`src/rtl/tamagotchi_stat_sched.sv`:
```
// Pet stat scheduler: prescaled decay timers plus sticky user requests, arbitrated
// by a small FSM so at most one stat level changes per clock.
module tamagotchi_stat_sched #(
  parameter int unsigned DIVISOR     = 2500000,
  parameter int unsigned T_SALUD     = 1200,
  parameter int unsigned T_HAMBRE    = 700,
  parameter int unsigned T_DIVERSION = 500,
  parameter int unsigned T_ENERGIA   = 10,
  parameter int unsigned LVL_MAX     = 10,
  parameter int unsigned LVL_INIT    = 8
) (
  input  logic       clk,
  input  logic       rst,
  input  logic       ledsign,
  input  logic       test_mode,
  input  logic       req_feed,
  input  logic       req_play,
  input  logic       req_heal,
  output logic [3:0] nivel_salud,
  output logic [3:0] nivel_energia,
  output logic [3:0] nivel_hambre,
  output logic [3:0] nivel_diversion,
  output logic [2:0] grant,
  output logic [3:0] decay_strobe,
  output logic       tick,
  output logic       busy
);

  localparam int unsigned PW    = (DIVISOR > 1) ? $clog2(DIVISOR) : 1;
  localparam int unsigned T_M1  = (T_SALUD > T_HAMBRE) ? T_SALUD : T_HAMBRE;
  localparam int unsigned T_M2  = (T_DIVERSION > T_ENERGIA) ? T_DIVERSION : T_ENERGIA;
  localparam int unsigned T_MAX = (T_M1 > T_M2) ? T_M1 : T_M2;
  localparam int unsigned TW    = (T_MAX > 0) ? $clog2(T_MAX + 1) : 1;
  // Timer index matches decay_strobe bit: salud, energia, hambre, diversion
  localparam int unsigned T_THR [4] = '{T_SALUD, T_ENERGIA, T_HAMBRE, T_DIVERSION};

  typedef enum logic [1:0] {S_IDLE, S_DECAY, S_SERVE} state_t;

  state_t          r_state;
  logic [PW-1:0]   r_presc;
  logic [TW-1:0]   r_tmr [4];
  logic [3:0]      r_dpend;
  logic [2:0]      r_upend;
  logic [1:0]      r_rr_last;

  logic            w_wrap;
  logic            w_adv;
  logic [3:0]      w_hit;
  logic [3:0]      w_dsel;
  logic [2:0]      w_gsel;
  logic [1:0]      w_gidx;
  logic [3:0]      w_dpend_nxt;
  logic [2:0]      w_upend_nxt;

  function automatic logic [3:0] sat_add(input logic [3:0] lvl, input logic [2:0] amt);
    logic [4:0] s;
    s = {1'b0, lvl} + {2'b00, amt};
    return (s > 5'(LVL_MAX)) ? 4'(LVL_MAX) : s[3:0];
  endfunction

  function automatic logic [3:0] sat_dec(input logic [3:0] lvl);
    logic [4:0] s;
    s = {1'b0, lvl} - 5'd1;
    if (s[4]) return 4'd0;
    return (s > 5'(LVL_MAX)) ? 4'(LVL_MAX) : s[3:0];
  endfunction

  // Round-robin: first pending bit strictly after the last granted one
  function automatic logic [2:0] rr_pick(input logic [2:0] pend, input logic [1:0] last);
    logic [2:0] g;
    logic [1:0] idx;
    g = '0;
    for (int k = 3; k >= 1; k--) begin
      idx = 2'((int'(last) + k) % 3);
      if (pend[idx]) g = 3'(1) << idx;
    end
    return g;
  endfunction

  always_comb begin
    w_wrap = (r_presc == PW'(DIVISOR - 1));
    w_adv  = w_wrap && !test_mode;
    for (int i = 0; i < 4; i++) begin
      w_hit[i] = w_adv && (r_tmr[i] == TW'(T_THR[i]));
    end
    w_dsel = '0;
    if (r_state == S_DECAY) w_dsel = r_dpend & (~r_dpend + 4'd1);
    w_gsel = '0;
    if (r_state == S_SERVE) w_gsel = rr_pick(r_upend, r_rr_last);
    w_gidx = r_rr_last;
    if (w_gsel[0])      w_gidx = 2'd0;
    else if (w_gsel[1]) w_gidx = 2'd1;
    else if (w_gsel[2]) w_gidx = 2'd2;
    w_dpend_nxt = (r_dpend & ~w_dsel) | w_hit;
    w_upend_nxt = (r_upend & ~w_gsel) | {req_heal, req_play, req_feed};
  end

  always_ff @(posedge clk) begin
    if (rst) begin
      r_state         <= S_IDLE;
      r_presc         <= '0;
      for (int i = 0; i < 4; i++) r_tmr[i] <= '0;
      r_dpend         <= '0;
      r_upend         <= '0;
      r_rr_last       <= 2'd2;
      nivel_salud     <= 4'(LVL_INIT);
      nivel_energia   <= 4'(LVL_INIT);
      nivel_hambre    <= 4'(LVL_INIT);
      nivel_diversion <= 4'(LVL_INIT);
      grant           <= '0;
      decay_strobe    <= '0;
      tick            <= 1'b0;
      busy            <= 1'b0;
    end else begin
      r_presc <= w_wrap ? '0 : r_presc + PW'(1);
      tick    <= w_wrap;
      for (int i = 0; i < 4; i++) begin
        if (w_adv) r_tmr[i] <= w_hit[i] ? '0 : r_tmr[i] + TW'(1);
      end
      r_dpend      <= w_dpend_nxt;
      r_upend      <= w_upend_nxt;
      busy         <= (|w_dpend_nxt) || (|w_upend_nxt);
      grant        <= w_gsel;
      decay_strobe <= w_dsel;

      // DECAY and SERVE are exclusive states, so only one level moves per cycle
      if (w_dsel[0]) nivel_salud     <= sat_dec(nivel_salud);
      if (w_dsel[1]) nivel_energia   <= ledsign ? sat_add(nivel_energia, 3'd1)
                                                : sat_dec(nivel_energia);
      if (w_dsel[2]) nivel_hambre    <= sat_dec(nivel_hambre);
      if (w_dsel[3]) nivel_diversion <= sat_dec(nivel_diversion);
      if (w_gsel[0]) nivel_hambre    <= sat_add(nivel_hambre, 3'd2);
      if (w_gsel[1]) nivel_diversion <= sat_add(nivel_diversion, 3'd2);
      if (w_gsel[2]) nivel_salud     <= sat_add(nivel_salud, 3'd3);
      if (|w_gsel)   r_rr_last       <= w_gidx;

      case (r_state)
        S_IDLE: begin
          if (|r_dpend)      r_state <= S_DECAY;
          else if (|r_upend) r_state <= S_SERVE;
        end
        S_DECAY: begin
          if ((r_dpend & ~w_dsel) == 4'd0) r_state <= S_IDLE;
        end
        S_SERVE: r_state <= S_IDLE;
        default: r_state <= S_IDLE;
      endcase
    end
  end

endmodule

```
`config.mk`:
```
export PLATFORM = sky130hd
export DESIGN_NAME = tamagotchi_stat_sched
export DESIGN_NICKNAME = d
export VERILOG_FILES = /design/src/rtl/tamagotchi_stat_sched.sv
export SDC_FILE = /design/constraint.sdc
export NUM_CORES = 1
export LEC_CHECK = 0
export CAP_MARGIN = 20
export CORE_UTILIZATION = 40
export DETAILED_ROUTE_END_ITERATION = 16
export PLACE_DENSITY = 0.55
export RECOVER_POWER = 100
export SYNTH_ARGS = -nofsm -noshare
export SYNTH_HDL_FRONTEND = slang
export SYNTH_SLANG_ARGS = --single-unit
```
`constraint.sdc`:
```
create_clock -name clk -period 6.3 [get_ports clk]
set_input_delay 1.89 -clock clk [delete_from_list [all_inputs] [get_ports clk]]
set_output_delay 1.89 -clock clk [all_outputs]
set_load 0.05 [all_outputs]
```
==> results by group <==
Status
  – Outcome: completed

Detailed routing
  – Final WL: 12.4 mm
  – Drt pass-1 iters: 4
  – Routed vias: 4748
  – Via density per instance: 5.45
  – DRT antenna net count: 0
  – Avg WL per Cell: 14.3 µm
  – DRC: 0
  – Iteration-0 DRC Markers: 275

Clock network
  – Post-cts repair resize count: 0
  – Number of CTS-inserted buffers: 9
  – Clock-pin slew on the worst setup and hold paths: 0.07 ns
  – Total clock sinks: 102
  – Setup Buffers After CTS: 0
  – Clk Latency, worst-skew pair: 0.34 ns
  – CTS H-tree lvls: 3
  – CTS Hold Buffers Added: 0
  – CTS tree: done
  – CTS root buf: clkbuf_16
  – Longest Clk Path Bufs: 2

STA
  – Clock Skew: 0.00665 ns
  – WHS: 0.471 ns
  – Fin crit share: 65.3%
  – Fmax: 243 MHz
  – Worst Max-Slew Pin Slew: 1.05 ns
  – RSZ-0062 raised after global routing: no
  – Final Hold Violating Endpoints: 0
  – Max Slew Vio Count: 0
  – Slew HR: 29.6%
  – Minimum clock period: 4.12 ns
  – Final TNS setup: 0 ns
  – Final setup fails: 0

Worst setup path
  – CP peak stage delay: 0.92 ns
  – Worst path top cell family by delay: simple AND/OR/NAND/NOR gates
  – Required time of the critical path: 6.49 ns
  – CP Launch Type: primary input
  – Critical-path top delay cell: nor4_1
  – Critical path buffer and inverter count: 2
  – Worst Path Class, Setup: in2reg
  – Worst reg2reg path startpoint: r_presc[0]
  – Crit path max fanout: 32
  – Worst Path Arrival: 4.31 ns
  – Critical-path cell list: dlygate4sd3_1 > buf_4 > nor4_1 > nand2_1 > nor2_1
  – Crit end category: register
  – Critical Path Start: rst

Logic synthesis
  – Post-synth EDFFs: 44
  – Async SR Flop Fraction: 0%
  – Post-Synth Simple-Gate Area: 25.7%
  – Mapped Cells: 660
  – Multiplexer area fraction after synthesis: 1.71%
  – Compound-gate portion of the synthesized area: 12.3%
  – Adder-Cell Fraction of Synth Area: 6.22%
  – Largest family of logic cells by synthesized area: simple AND/OR/NAND/NOR gates
  – Cell Area, Synth: 5990 µm²
  – Post-synth cell types: 72
  – #FFs+latches synth: 102
  – Top cells by area, synth: edfxtp_1 22%, dfxtp_1 19%, nor2_1 6.5%
  – Post-synth top area share: 22.0%
  – Synth Flop Type: dfxtp_1
  – Synth warn: 0
  – Yosys top cell by area: edfxtp_1
  – Synth Area in XOR/XNOR: 8.77%
  – Mapped Avg Cell Area: 9.08 µm²
  – Syn_nets: 696
  – Sequential area share after synthesis: 41.4%

Global routing
  – Total GRT Usage: 16.6%
  – Initial antenna violation count: 1
  – First-pass GRT wire length: 21.4 mm
  – Vias in the first global route: 4484
  – Largest net degree at the start of global routing: 45
  – GRT overflow: 0

Final layout
  – Fin nets: 717
  – Non-filler cells, final: 871
  – Commonest non-fill, non-tap cell in the layout: nor2_1
  – Most frequent cells in the layout: 104 x nor2_1, 58 x dfxtp_1, 45 x nand2_1, 44 x edfxtp_1
  – Share of cells above drive strength 1: 4.81%
  – Layout area overhead: 12.6%

Power and ir drop
  – P_leak: 2.49 nW
  – Reg power frac: 47.2%
  – Power share of the combinational group: 15.6%
  – Max VDD drop: 0.000132 V
  – Psw: 0.431 mW
  – Pwr per Cell Area: 235 nW/µm²
  – Tot Pwr: 1.58 mW
  – Clock power frac: 37.2%
  – Internal: 1.15 mW
  – Sw Ratio: 27.2%

Placement
  – Port bufs: 31
  – Dpl hpwl: 8.66 mm
  – Cell total after placement: 854
  – Gpl congestion: 0.808

Run
  – # Max-Cap Violations: 0

Floorplanning
  – FP Rows: 44
  – Die Y: 124 µm
  – Core area: 14600 µm²
  – Starting density of the core: 41.1%
  – IO Count: 32
  – Die Footprint: 15500 µm²
  – Die width: 124 µm

Hold path
  – Path type of the worst min-delay path: reg2reg
  – Hold Path Origin: r_presc[0]
flip-flops by register name (all words and copies together), names as in the netlist:
signal,count
r_dpend,4
busy,1
r_state,2
grant,3
r_tmr,44
r_upend,3
nivel_energia,4
r_presc,22
decay_strobe,4
tick,1
nivel_hambre,4
nivel_salud,4
r_rr_last,2
nivel_diversion,4
worst reg2reg max path, cell delays in order, from the launching register on:
cell,delay [ns]
dfxtp_1,0.38
ha_1,0.25
and4_4,0.25
nand4_1,0.23
nor4_1,0.87
nand2_1,0.49
nor2_1,0.22
routing by layer:
layer / GRT usage [%] / routed length, µm / up-vias / part of all wire [%]
met4: 6.66 / 195 / 0 / 1.6
met1: 23.2 / 6420 / 2262 / 52
met3: 2.58 / 277 / 12 / 2.2
met5: 0 / 0 / - / 0
li1: - / - / 2418 / -
met2: 25.5 / 5530 / 56 / 44
final timing paths:
check / end / slack (ns) / cells after the start
max: r_tmr[1][4] / 2.18 / 5
min: r_presc[0] / 0.47 / 1
max reg2reg: r_tmr[1][4] / 3.46 / 6
min reg2reg: r_presc[0] / 0.47 / 1
cell type report:
type,count,area (µm²)
clock inverters,2,8.76
inverters,33,124
multi-input cells,502,3260
repair buffers,33,325
fillers,1377,7840
clock buffers,14,317
diodes,1,2.50
flip-flops and latches,102,2480
well taps,184,230
cells by family (layout without fill, tap and decap cells):
logic type,Yosys count,count (layout)
other cells,0,1
mux,10,10
simple gates,293,293
xor+xnor,60,60
buf+inv,56,82
fa+ha+maj,30,30
compound gates,109,109
flops,102,102
per-stage QoR:
step	area, µm²	setup WS, ns	utilization [%]
2_1_floorplan	5990	0.774	-
5_1_grt	6750	1.83	46.3
4_1_cts	6780	2.56	46.4
3_3_place_gp	6450	2.24	44.2
6_report	6750	2.18	46.3
3_5_place_dp	6450	2.21	44.2
Yosys cell counts, drive strengths merged (3+ instances only):
cell type	count
o221ai	4
clkbuf	16
o31ai	4
o211ai	5
o21ai	20
nor3	12
or2	3
mux2i	8
and3	14
a21o	5
nor2b	8
o21a	3
nand2	45
and4	6
a21oi	25
nor4b	5
nand2b	5
dfxtp	58
xor2	36
nand3	37
o22ai	4
o21bai	3
xnor2	24
a221o	4
buf	7
nor4	15
edfxtp	44
or3	4
nor2	104
nand4	20
inv	33
a221oi	3
a211oi	9
ha	29
and2	4
power groups by stage:
stage | logic [mW] | clock network (mW) | registers (mW)
finish | 0.247 | 0.589 | 0.748
global route | 0.275 | 0.634 | 0.753
CTS | 0.250 | 0.608 | 0.747
detailed placement | 0.249 | 0 | 0.762
global placement | 0.246 | 0 | 0.762
floorplan | 0.173 | 0 | 0.777
(Power assumes the default switching activity.)
==> patch: new RTL, same settings <==
Change the parameter `T_HAMBRE` from 700 to 175.
--- a/src/rtl/tamagotchi_stat_sched.sv
+++ b/src/rtl/tamagotchi_stat_sched.sv
@@ -3,7 +3,7 @@
 module tamagotchi_stat_sched #(
   parameter int unsigned DIVISOR     = 2500000,
   parameter int unsigned T_SALUD     = 1200,
-  parameter int unsigned T_HAMBRE    = 700,
+  parameter int unsigned T_HAMBRE    = 175,
   parameter int unsigned T_DIVERSION = 500,
   parameter int unsigned T_ENERGIA   = 10,
   parameter int unsigned LVL_MAX     = 10,
Check against the original RTL: same outputs for any inputs over 10 cycles, from zero or initial values and one cycle with rst high; that may be too few to reach the edited logic, so the function may still have changed.
==> patch against the unedited design <==
  * The run now ends with max-capacitance violations, max-slew violations left
  * Sequential power is 2% lower
  * Wire length fell by 0.50%
  * Synthesized area increased by 0.40%
  * Sequential cell count unchanged
  * Utilization stayed put
  * First-iteration DRC count grew 36%
  * Setup slack worse by 140 ps
  * Cell area did not move
  * Power is 6.5% lower
  * Critical endpoint is now r_tmr[0][7]
  * Largest cell class unchanged
  * Highest routed layer unchanged
==> patch: results (changes against the unedited design) <==
set qor(switchingPower_w) 0.0003907 ;# was 0.0004309 W
set qor(final_layout_size_suffix_gt1_share_pct) 10.50 ;# was 4.810%
set qor(met2_length_um) 5516 ;# was 5529 um
set qor(synthDistinctLibCells) 74 ;# was 72
set qor(min_hold_slack_ps) 468.4 ;# was 471.2 ps
set qor(violations) {max-capacitance violations, max-slew violations}
set qor(status) {finished with violations} ;# was finished clean
set qor(gp_routability_congestion) 0.8236 ;# was 0.8076
set qor(vias_per_cell) 5.500 ;# was 5.451
set qor(leakage_nw) 2.459 ;# was 2.489 nW
set qor(grt_use_total_pct) 16.30 ;# was 16.59%
set qor(cap_violations) 1 ;# was 0
set qor(clock_skew_ps) 4.631 ;# was 6.648 ps
set qor(first_pass_grt_wire_length_um) 20970 ;# was 21370 um
set qor(grt_start_max_net_pins) 46 ;# was 45
set qor(measured_slew_at_the_worst_slew_check_pin_ps) 2010 ;# was 1046 ps
set qor(antenna_found_initial) 0 ;# was 1
set qor(ff2ff_setup_slack_ps) 3260 ;# was 3460 ps
set qor(placement.setup.worst_slack_ps) 1971 ;# was 2214 ps
set qor(dr_wl_met3_um) 466 ;# was 277 um
set qor(slew_viol_final) 46 ;# was 0
set qor(r2r-start) {r_rr_last[0]} ;# was r_presc[0]
set qor(critPathMaxFanout) 45 ;# was 32
set qor(synth_sequential_area_ratio_pct) 41.25 ;# was 41.41%
set qor(cell_types_with_the_largest_area_share_after_synthesis) {edfxtp_1, dfxtp_1, ha_1} ;# was edfxtp_1, dfxtp_1, nor2_1
set qor(worst_r2r_path_depth) 7 ;# was 6
set qor(met1_length_um) 6255 ;# was 6424 um
set qor(critical_path.slowest_cell) {clkbuf_1} ;# was nor4_1
==> patch: changes by cell type in the layout (fill, tap and decap cells not counted), sizes merged, moves of 5 or more <==
cell / before / now
nand2: 45 / 36
nor3: 12 / 17
nand3: 37 / 28
nor2: 104 / 109
a2111oi: 0 / 6
nor4: 15 / 7
==> patch: cell families after synthesis <==
| logic type | Yosys count | share of synthesized area (%) |
|---|---|---|
| DFF | 102 | 41.25 |
| adders and majority gates | 29 | 5.988 |
| buffers and inverters | 63 | 4.428 |
| muxes | 9 | 1.518 |
| and+or+nand+nor | 277 | 25.07 |
| AOI/OAI and AO/OA | 113 | 13.31 |
| xor gates and xnor gates | 58 | 8.441 |
==> patch: worst max-delay path, delay by kind of cell <==
kind / cells / cell delay (ps)
and+or+nand+nor: 1 / 630
buffers and inverters: 3 / 1760
==> patch: final cells by class <==
class | instances | area [um^2]
sequential | 102 | 2482
inverter | 38 | 142.6
clock buffer | 10 | 229.0
multi-input combinational | 486 | 3269
tap | 184 | 230.2
clock inverter | 6 | 62.56
fill | 1364 | 7836
timing repair buffer | 34 | 336.6
==> patch: how the worst max path moves through the flow <==
stage,from,endpoint,cells after the start
after floorplan,rst,r_tmr[0][0],3
after global placement,test_mode,r_tmr[0][2],3
after detailed placement,test_mode,r_tmr[0][7],3
after CTS,test_mode,r_tmr[0][7],3
after global routing,rst,r_presc[5],6
final,rst,r_tmr[0][7],4
==> patch: power by group through the flow <==
stage / sequential (W) / combinational (W) / clock, W
6_report: 0.000736 / 0.000198 / 0.000548
3_5_place_dp: 0.000751 / 0.000198 / 0
2_1_floorplan: 0.000763 / 0.000132 / 0
5_1_grt: 0.000740 / 0.000219 / 0.000589
3_3_place_gp: 0.000750 / 0.000193 / 0
4_1_cts: 0.000736 / 0.000199 / 0.000571
==> patch: metrics by stage <==
step                      power (W)  instances
final                      0.001482        860
after floorplan           0.0008946        651
after CTS                  0.001506        859
after global placement    0.0009433        843
after global routing       0.001548        860
after detailed placement  0.0009491        843
==> patch: routing by layer <==
layer / vias up / GRT usage [%]
li1: 2382 / -
met1: 2258 / 22.32
met2: 81 / 25.61
met3: 9 / 3.909
met4: 0 / 4.252
met5: - / 0
